### src/rtl/load_store_unit_if.sv
`default_nettype none
// ============================================================================
// Module     : load_store_unit_if
// Description: Bundle of core-side and data-memory-side signals of the
//              load/store unit.
//                core -> lsu : start, mem_write, funct3, addr, wdata
//                lsu -> core : stall, done, rdata, err
//                lsu -> mem  : mem_req, mem_we, mem_addr, mem_wdata, mem_wstrb
//                mem -> lsu  : mem_rdata, mem_ready
//              master = environment (core + memory), slave = the LSU.
// Revision   : 1.0 - initial release
// ============================================================================
interface load_store_unit_if #(
  parameter int WIDTH = 32
);
  logic             start;
  logic             mem_write;
  logic [2:0]       funct3;
  logic [WIDTH-1:0] addr;
  logic [WIDTH-1:0] wdata;
  logic             stall;
  logic             done;
  logic [WIDTH-1:0] rdata;
  logic             err;
  logic             mem_req;
  logic             mem_we;
  logic [WIDTH-1:0] mem_addr;
  logic [WIDTH-1:0] mem_wdata;
  logic [3:0]       mem_wstrb;
  logic [WIDTH-1:0] mem_rdata;
  logic             mem_ready;

  modport master (
    output start, mem_write, funct3, addr, wdata, mem_rdata, mem_ready,
    input  stall, done, rdata, err, mem_req, mem_we, mem_addr, mem_wdata, mem_wstrb
  );

  modport slave (
    input  start, mem_write, funct3, addr, wdata, mem_rdata, mem_ready,
    output stall, done, rdata, err, mem_req, mem_we, mem_addr, mem_wdata, mem_wstrb
  );
endinterface
`default_nettype wire

### src/rtl/load_store_unit.sv
`default_nettype none
// ============================================================================
// Module     : load_store_unit
// Description: RV32I memory-access stage. Takes the ALU result as effective
//              address, steers byte/halfword lanes, generates write strobes,
//              sign/zero-extends loads, runs a valid/ready request to data
//              memory and stalls the core until the access completes.
//              Misaligned or illegal accesses finish immediately with err.
// Ports      : clk   - system clock, rising edge
//              reset - asynchronous active-high reset
//              bus   - load_store_unit_if.slave (core and memory signals)
// Revision   : 1.0 - initial release
// ============================================================================
module load_store_unit #(
  parameter int WIDTH = 32
) (
  input  logic               clk,
  input  logic               reset,
  load_store_unit_if.slave   bus
);

  typedef enum logic [1:0] {
    IDLE = 2'd0,
    REQ  = 2'd1,
    DONE = 2'd2
  } state_t;

  state_t           state_q;
  logic             is_store_q;
  logic [2:0]       funct3_q;
  logic [1:0]       off_q;
  logic             mem_req_q;
  logic             mem_we_q;
  logic [WIDTH-1:0] mem_addr_q;
  logic [WIDTH-1:0] mem_wdata_q;
  logic [3:0]       mem_wstrb_q;
  logic             done_q;
  logic             err_q;
  logic [WIDTH-1:0] rdata_q;

  logic             fault_d;
  logic [3:0]       wstrb_d;
  logic [WIDTH-1:0] wdata_d;
  logic [WIDTH-1:0] rdata_d;
  logic [7:0]       lane_b;
  logic [15:0]      lane_h;

  // Fault classification of the instruction presented this cycle.
  always_comb begin
    fault_d = 1'b0;
    case (bus.funct3)
      3'b000:         fault_d = 1'b0;
      3'b001:         fault_d = bus.addr[0];
      3'b010:         fault_d = (bus.addr[1:0] != 2'b00);
      3'b100:         fault_d = bus.mem_write;
      3'b101:         fault_d = bus.mem_write | bus.addr[0];
      default:        fault_d = 1'b1;
    endcase
  end

  // Store lane steering: data is replicated across the word so the byte
  // enables alone pick the lane memory actually writes.
  always_comb begin
    wstrb_d = 4'b0000;
    wdata_d = bus.wdata;
    if (bus.mem_write) begin
      case (bus.funct3[1:0])
        2'b00: begin
          wstrb_d = 4'b0001 << bus.addr[1:0];
          wdata_d = {4{bus.wdata[7:0]}};
        end
        2'b01: begin
          wstrb_d = bus.addr[1] ? 4'b1100 : 4'b0011;
          wdata_d = {2{bus.wdata[15:0]}};
        end
        default: begin
          wstrb_d = 4'b1111;
          wdata_d = bus.wdata;
        end
      endcase
    end
  end

  // Load lane selection and extension, using the registered offset/funct3.
  always_comb begin
    case (off_q)
      2'd0:    lane_b = bus.mem_rdata[7:0];
      2'd1:    lane_b = bus.mem_rdata[15:8];
      2'd2:    lane_b = bus.mem_rdata[23:16];
      default: lane_b = bus.mem_rdata[31:24];
    endcase
    lane_h = off_q[1] ? bus.mem_rdata[31:16] : bus.mem_rdata[15:0];
    case (funct3_q)
      3'b000:  rdata_d = {{24{lane_b[7]}}, lane_b};
      3'b100:  rdata_d = {24'd0, lane_b};
      3'b001:  rdata_d = {{16{lane_h[15]}}, lane_h};
      3'b101:  rdata_d = {16'd0, lane_h};
      default: rdata_d = bus.mem_rdata;
    endcase
  end

  always_ff @(posedge clk or posedge reset) begin
    if (reset) begin
      state_q     <= IDLE;
      is_store_q  <= 1'b0;
      funct3_q    <= 3'b000;
      off_q       <= 2'b00;
      mem_req_q   <= 1'b0;
      mem_we_q    <= 1'b0;
      mem_addr_q  <= '0;
      mem_wdata_q <= '0;
      mem_wstrb_q <= 4'b0000;
      done_q      <= 1'b0;
      err_q       <= 1'b0;
      rdata_q     <= '0;
    end else begin
      case (state_q)
        IDLE: begin
          done_q <= 1'b0;
          err_q  <= 1'b0;
          if (bus.start) begin
            if (fault_d) begin
              // No memory traffic; report the fault on the next cycle.
              state_q <= DONE;
              done_q  <= 1'b1;
              err_q   <= 1'b1;
            end else begin
              state_q     <= REQ;
              is_store_q  <= bus.mem_write;
              funct3_q    <= bus.funct3;
              off_q       <= bus.addr[1:0];
              mem_req_q   <= 1'b1;
              mem_we_q    <= bus.mem_write;
              mem_addr_q  <= {bus.addr[WIDTH-1:2], 2'b00};
              mem_wdata_q <= wdata_d;
              mem_wstrb_q <= wstrb_d;
            end
          end
        end
        REQ: begin
          if (bus.mem_ready) begin
            state_q     <= DONE;
            mem_req_q   <= 1'b0;
            mem_we_q    <= 1'b0;
            mem_wstrb_q <= 4'b0000;
            done_q      <= 1'b1;
            err_q       <= 1'b0;
            if (!is_store_q) begin
              rdata_q <= rdata_d;
            end
          end
        end
        DONE: begin
          state_q <= IDLE;
          done_q  <= 1'b0;
          err_q   <= 1'b0;
        end
        default: begin
          state_q <= IDLE;
        end
      endcase
    end
  end

  // Stall must reach the PC in the same cycle start appears.
  assign bus.stall     = ((state_q == IDLE) & bus.start) | (state_q == REQ);
  assign bus.done      = done_q;
  assign bus.err       = err_q;
  assign bus.rdata     = rdata_q;
  assign bus.mem_req   = mem_req_q;
  assign bus.mem_we    = mem_we_q;
  assign bus.mem_addr  = mem_addr_q;
  assign bus.mem_wdata = mem_wdata_q;
  assign bus.mem_wstrb = mem_wstrb_q;

endmodule
`default_nettype wire

### src/flat_wrapper.sv
// flat-port wrapper written by rule: the top's interface ports become plain ports
module load_store_unit_flat 
#(
  parameter int WIDTH = 32
)
  (clk, reset, bus_start, bus_mem_write, bus_funct3, bus_addr, bus_wdata, bus_mem_rdata, bus_mem_ready, bus_stall, bus_done, bus_rdata, bus_err, bus_mem_req, bus_mem_we, bus_mem_addr, bus_mem_wdata, bus_mem_wstrb);
  load_store_unit_if #(.WIDTH(WIDTH)) bus_i ();
  input  logic clk;
  input  logic reset;
  input wire logic [$bits(bus_i.start)-1:0] bus_start;
  input wire logic [$bits(bus_i.mem_write)-1:0] bus_mem_write;
  input wire logic [$bits(bus_i.funct3)-1:0] bus_funct3;
  input wire logic [$bits(bus_i.addr)-1:0] bus_addr;
  input wire logic [$bits(bus_i.wdata)-1:0] bus_wdata;
  input wire logic [$bits(bus_i.mem_rdata)-1:0] bus_mem_rdata;
  input wire logic [$bits(bus_i.mem_ready)-1:0] bus_mem_ready;
  output wire logic [$bits(bus_i.stall)-1:0] bus_stall;
  output wire logic [$bits(bus_i.done)-1:0] bus_done;
  output wire logic [$bits(bus_i.rdata)-1:0] bus_rdata;
  output wire logic [$bits(bus_i.err)-1:0] bus_err;
  output wire logic [$bits(bus_i.mem_req)-1:0] bus_mem_req;
  output wire logic [$bits(bus_i.mem_we)-1:0] bus_mem_we;
  output wire logic [$bits(bus_i.mem_addr)-1:0] bus_mem_addr;
  output wire logic [$bits(bus_i.mem_wdata)-1:0] bus_mem_wdata;
  output wire logic [$bits(bus_i.mem_wstrb)-1:0] bus_mem_wstrb;
  assign bus_i.start = bus_start;
  assign bus_i.mem_write = bus_mem_write;
  assign bus_i.funct3 = bus_funct3;
  assign bus_i.addr = bus_addr;
  assign bus_i.wdata = bus_wdata;
  assign bus_i.mem_rdata = bus_mem_rdata;
  assign bus_i.mem_ready = bus_mem_ready;
  assign bus_stall = bus_i.stall;
  assign bus_done = bus_i.done;
  assign bus_rdata = bus_i.rdata;
  assign bus_err = bus_i.err;
  assign bus_mem_req = bus_i.mem_req;
  assign bus_mem_we = bus_i.mem_we;
  assign bus_mem_addr = bus_i.mem_addr;
  assign bus_mem_wdata = bus_i.mem_wdata;
  assign bus_mem_wstrb = bus_i.mem_wstrb;
  load_store_unit #(.WIDTH(WIDTH)) u_core (.clk(clk), .reset(reset), .bus(bus_i));
endmodule
### config.mk
export PLATFORM = sky130hd
export DESIGN_NAME = load_store_unit_flat
export DESIGN_NICKNAME = d
export VERILOG_FILES = /design/src/rtl/load_store_unit_if.sv /design/src/rtl/load_store_unit.sv /design/src/flat_wrapper.sv
export SDC_FILE = /design/constraint.sdc
export NUM_CORES = 1
export LEC_CHECK = 0
export BUFFER_PORTS_ARGS = -buffer_cell sky130_fd_sc_hd__buf_2
export CAP_MARGIN = 5
export CORE_ASPECT_RATIO = 0.6
export CORE_MARGIN = 1
export CORE_UTILIZATION = 52
export CTS_CLUSTER_DIAMETER = 200
export DETAILED_ROUTE_END_ITERATION = 12
export PLACE_DENSITY_LB_ADDON = 0.08
export SETUP_SLACK_MARGIN = 0.1
export SLEW_MARGIN = 20
export SYNTH_ARGS = -nofsm -noshare
export SYNTH_HDL_FRONTEND = slang
export SYNTH_SLANG_ARGS = --single-unit
### constraint.sdc
create_clock -name clk -period 9.2 [get_ports clk]
set_input_delay 1.84 -clock clk [delete_from_list [all_inputs] [get_ports clk]]
set_output_delay 1.84 -clock clk [all_outputs]
set_load 0.03 [all_outputs]
# Word level (Yosys, flattened, before mapping)
# Index checks and enable logic that the tools add are counted.
# totals
output_inout_bits,105
ff_bits,110
inputBits,104
elab_cells,75
# classes
n_mux,29
bitwise_logic,5
eq_ne,15
n_reduce_logical,13
shift,1
# ops
operator,count
32-bit case mux with 4 select lines,1
32-bit case mux with 2 select lines,1
32-bit two-way mux,1
8-bit case mux with 3 select lines,1
4-bit two-way mux,5
16-bit two-way mux,1
4-bit case mux with 2 select lines,2
"3-bit equality test, second input constant",4
1-bit two-way mux,8
"2-bit by 1-bit equality test with 1-bit output, second input constant",3
"3-bit by 1-bit equality test with 1-bit output, second input constant",2
2-bit logical NOT,3
3-bit logical NOT,2
2-bit two-way mux,3
"2-bit != test, second input constant",3
1-bit case mux with 3 select lines,2
3-bit AND reduction,2
1-bit case mux with 5 select lines,1
"2-bit equality test, second input constant",2
1-bit case mux with 2 select lines,2
2-bit case mux with 2 select lines,1
2-bit AND reduction,2
4-bit AND reduction,1
2-bit nonzero test,2
other kinds (6),8

# Depth between registers and ports, before layout
# depth
word_depth,6
mapped_depth,8

# Worst setup path before layout
# Ideal clock, no wire load.
# synth_timing
path_kind,input-to-output
startpoint,input port bus_start
endpoint,output port bus_stall
path_slack_ps,5263
path_stages,1
t_arrival_ps,2097
required_ps,7360
path_buffers,0
path_cell_list,a21o_1
# synth_between
elab_chain_cells,2
# synth_rtl
element,line,source
start: declaration,flat_wrapper.sv:10,input wire logic [$bits(bus_i.start)-1:0] bus_start;
1-bit AND,load_store_unit.sv:166,assign bus.stall = ((state_q == IDLE) & bus.start) | (state_q == REQ);
1-bit bitwise OR,load_store_unit.sv:166,
end: declaration,flat_wrapper.sv:17,output wire logic [$bits(bus_i.stall)-1:0] bus_stall;
# No other way between the ends.

# Worst setup path in the final report
# Same ends and word-level chain as after synthesis.

==> run metrics <==
DR WL met3 1.10 mm; largest net degree at the start of global routing 84; Netlist cell types 40; Tcrit/Tclk final 45.5%; clock buffer depth 2; Fin. Hold Viols 0; Worst path slowest cell a21o_1; Initial DRT Pass Iterations 5; max-cap violation count 0; DRC viols 0; DR top layer met4; switching pwr 1.10 mW; CP Launch Type primary input; CTS resizes 0; Final setup viols 0; cell repeated most along the worst path buf_2; CP Data Required Time 7.36 ns; Int Power 1.32 mW; fraction of registers with async set/reset 100%; P&R area growth vs syn 27.4%; R2R depth 6; CTS Root Cell clkbuf_16; VDD IR max 0.000225 V; max_slew headroom 37.5%; post-CTS setup buffer count 0; Levels on crit path 3; Synth warnings 0; crit-path cells buf_2, a21o_1, buf_2; number of port buffers 206; Post-synth top flop dfrtp_1; EDFF count, synth 0; critical path buffer and inverter count 2; hold_buf cts 0; Core ar. 0.00939 mm²; share of post-route cells with drive strength above 1 42.4%; switch share 45.5%; Max Clock Freq 239 MHz; total number of vias 4404; max incr delay on CP 0.18 ns; Setup crit end kind output port; most instantiated library cell after synthesis dfrtp_1; Gate power share 47.4%; Die ar. 0.0103 mm²; final net count 782; Worst-path clk slew 0.07 ns; actual slew at the worst max-slew pin 0.933 ns; largest area contributor in the netlist dfrtp_1; Synth top area share 53.3%; CTS sink count 110; top post-synthesis cells by count dfrtp_1 (110), nand2_1 (61), mux2_2 (50); I/O pin cnt 209; max-slew violations 0; RePlAce Congestion 0.833; Detailed Place HPWL 9.45 mm; Final ANT Viol Nets 0; CTS HTree Levels 3; Setup CP Type in -> out; top post-synthesis cells by area dfrtp_1 (53%), mux2_2 (11%), mux2i_1 (5.8%); Inst Count DP 794; 1st-iter DRT viols 235; Tmin final 4.19 ns; Min-Delay Path Depth 2; WL met2 5.88 mm; status complete, no violations; fin cells 810; register share of total power 36.0%; DRT Wirelength 13.0 mm; setup TNS 0 ns; TritonCTS clock tree done; Syn Inst Count 484; syn_area_per_cell 10.7 µm²; post-synthesis sequential area ratio 53.3%; Initial Utilization 55.0%; critical path data arrival time 2.35 ns; Power Density 367 mW/mm²; WL/cell 16.0 µm; Die W 131 µm; Synth Register Bits 110; Leakage 3.34 nW; CP delay by family, top buffers and inverters; worst skew pair latency 0.35 ns; routed vias/inst 5.44; Post-Syn Area 0.00516 mm²; RSZ-0062 raised after global routing no; clk_skew 0.00824 ns; TritonCTS Buffers 9; vias in the first global route 4172; worst min path class reg -> reg; Core Rows 27; clock power share 16.6%; first-pass GRT wire length 20.9 mm; met1 wire length 5.87 mm; Die Height 79.2 µm; overall routing resource usage 26.3%; total grt overflow 0; initial antenna violation count 0; ant diodes 0; Max Fanout on Critical Path 6
cell usage in the layout (no fill, tap or decap), types with 8 or more instances in the layout:
cell type / n
buf_2: 206
dfrtp_1: 110
nand2_1: 61
mux2_2: 50
o21ai_0: 39
nand3_1: 35
mux2i_1: 30
nor2_1: 25
a21oi_1: 21
inv_1: 10
clkbuf_16: 9
nor3b_1: 8
cells by family after synthesis:
logic type                 after synthesis  share of synthesized area, %
and+or+nand+nor                        151                          13.9
DFF                                    110                          53.3
buffers and inverters                   43                          3.59
muxes                                   80                          16.7
AOI/OAI and AO/OA                       96                          11.7
adders and majority gates                3                         0.727
other                                    1                        0.0726
flip-flops by register name, summed over array words and instances (netlist names):
| register | cells |
|---|---|
| u_core.bus.mem_wdata | 32 |
| u_core.bus.rdata | 32 |
| u_core.bus.mem_addr | 30 |
| u_core.bus.mem_wstrb | 4 |
| u_core.funct3_q | 3 |
| u_core.off_q | 2 |
| u_core.state_q | 2 |
| u_core.bus.done | 1 |
| u_core.bus.err | 1 |
| u_core.bus.mem_req | 1 |
| u_core.bus.mem_we | 1 |
| u_core.is_store_q | 1 |
metrics by stage:
stage	utilization, %	power (mW)	area (µm²)	hold slack, ns	setup WS (ns)
2_1_floorplan	-	1.67	5170	0.495	4.46
3_3_place_gp	66.7	2.00	6270	0.457	4.93
3_5_place_dp	66.7	2.03	6270	0.463	4.85
5_1_grt	70.1	2.56	6580	0.499	5.00
4_1_cts	70.0	2.43	6580	0.481	5.02
6_report	70.1	2.42	6580	0.474	5.01
worst register-to-register path: cells and delay by family, from the launching register on:
family / cells / cell delay (ns)
AO/OA/AOI/OAI: 2 / 0.84
AND/OR/NAND/NOR: 2 / 0.69
flip-flops: 1 / 0.39
adder cells (fa/ha/maj): 1 / 0.32
buffers and inverters: 1 / 0.09
worst paths after layout:
check                                    startpoint                       end  slack (ns)
min reg2reg                u_core.bus.mem_wdata[11]  u_core.bus.mem_wdata[11]        0.47
min                        u_core.bus.mem_wdata[11]  u_core.bus.mem_wdata[11]        0.47
max                                       bus_start                 bus_stall        5.01
min in group asynchronous                     reset   u_core.bus.mem_addr[20]        1.46
max in group asynchronous                     reset         u_core.state_q[0]        6.66
max reg2reg                       u_core.state_q[1]      u_core.bus.rdata[14]        6.72
power by group through the flow:
| stage | Clock (mW) | Combinational (mW) | Sequential [mW] |
|---|---|---|---|
| floorplan | 0 | 0.401 | 1.27 |
| global placement | 0 | 1.13 | 0.865 |
| detailed placement | 0 | 1.15 | 0.877 |
| CTS | 0.407 | 1.15 | 0.870 |
| global route | 0.425 | 1.23 | 0.904 |
| finish | 0.400 | 1.15 | 0.870 |
layout make-up:
cell class | count | area (µm²)
Clock buffer | 9 | 225
Clock inverter | 7 | 81.3
Fill cell | 781 | 2810
Inverter | 11 | 43.8
Multi-Input combinational cell | 332 | 2240
Sequential cell | 110 | 2750
Tap cell | 130 | 163
Timing Repair Buffer | 211 | 1070
layer usage:
| layer | GRT usage [%] | vias to the layer above |
|---|---|---|
| met2 | 40.4 | 187 |
| met3 | 8.09 | 16 |
| met1 | 36.2 | 2122 |
| met4 | 6.21 | 0 |
| met5 | 0 | - |
| li1 | - | 2079 |
(Power assumes the default switching activity.)
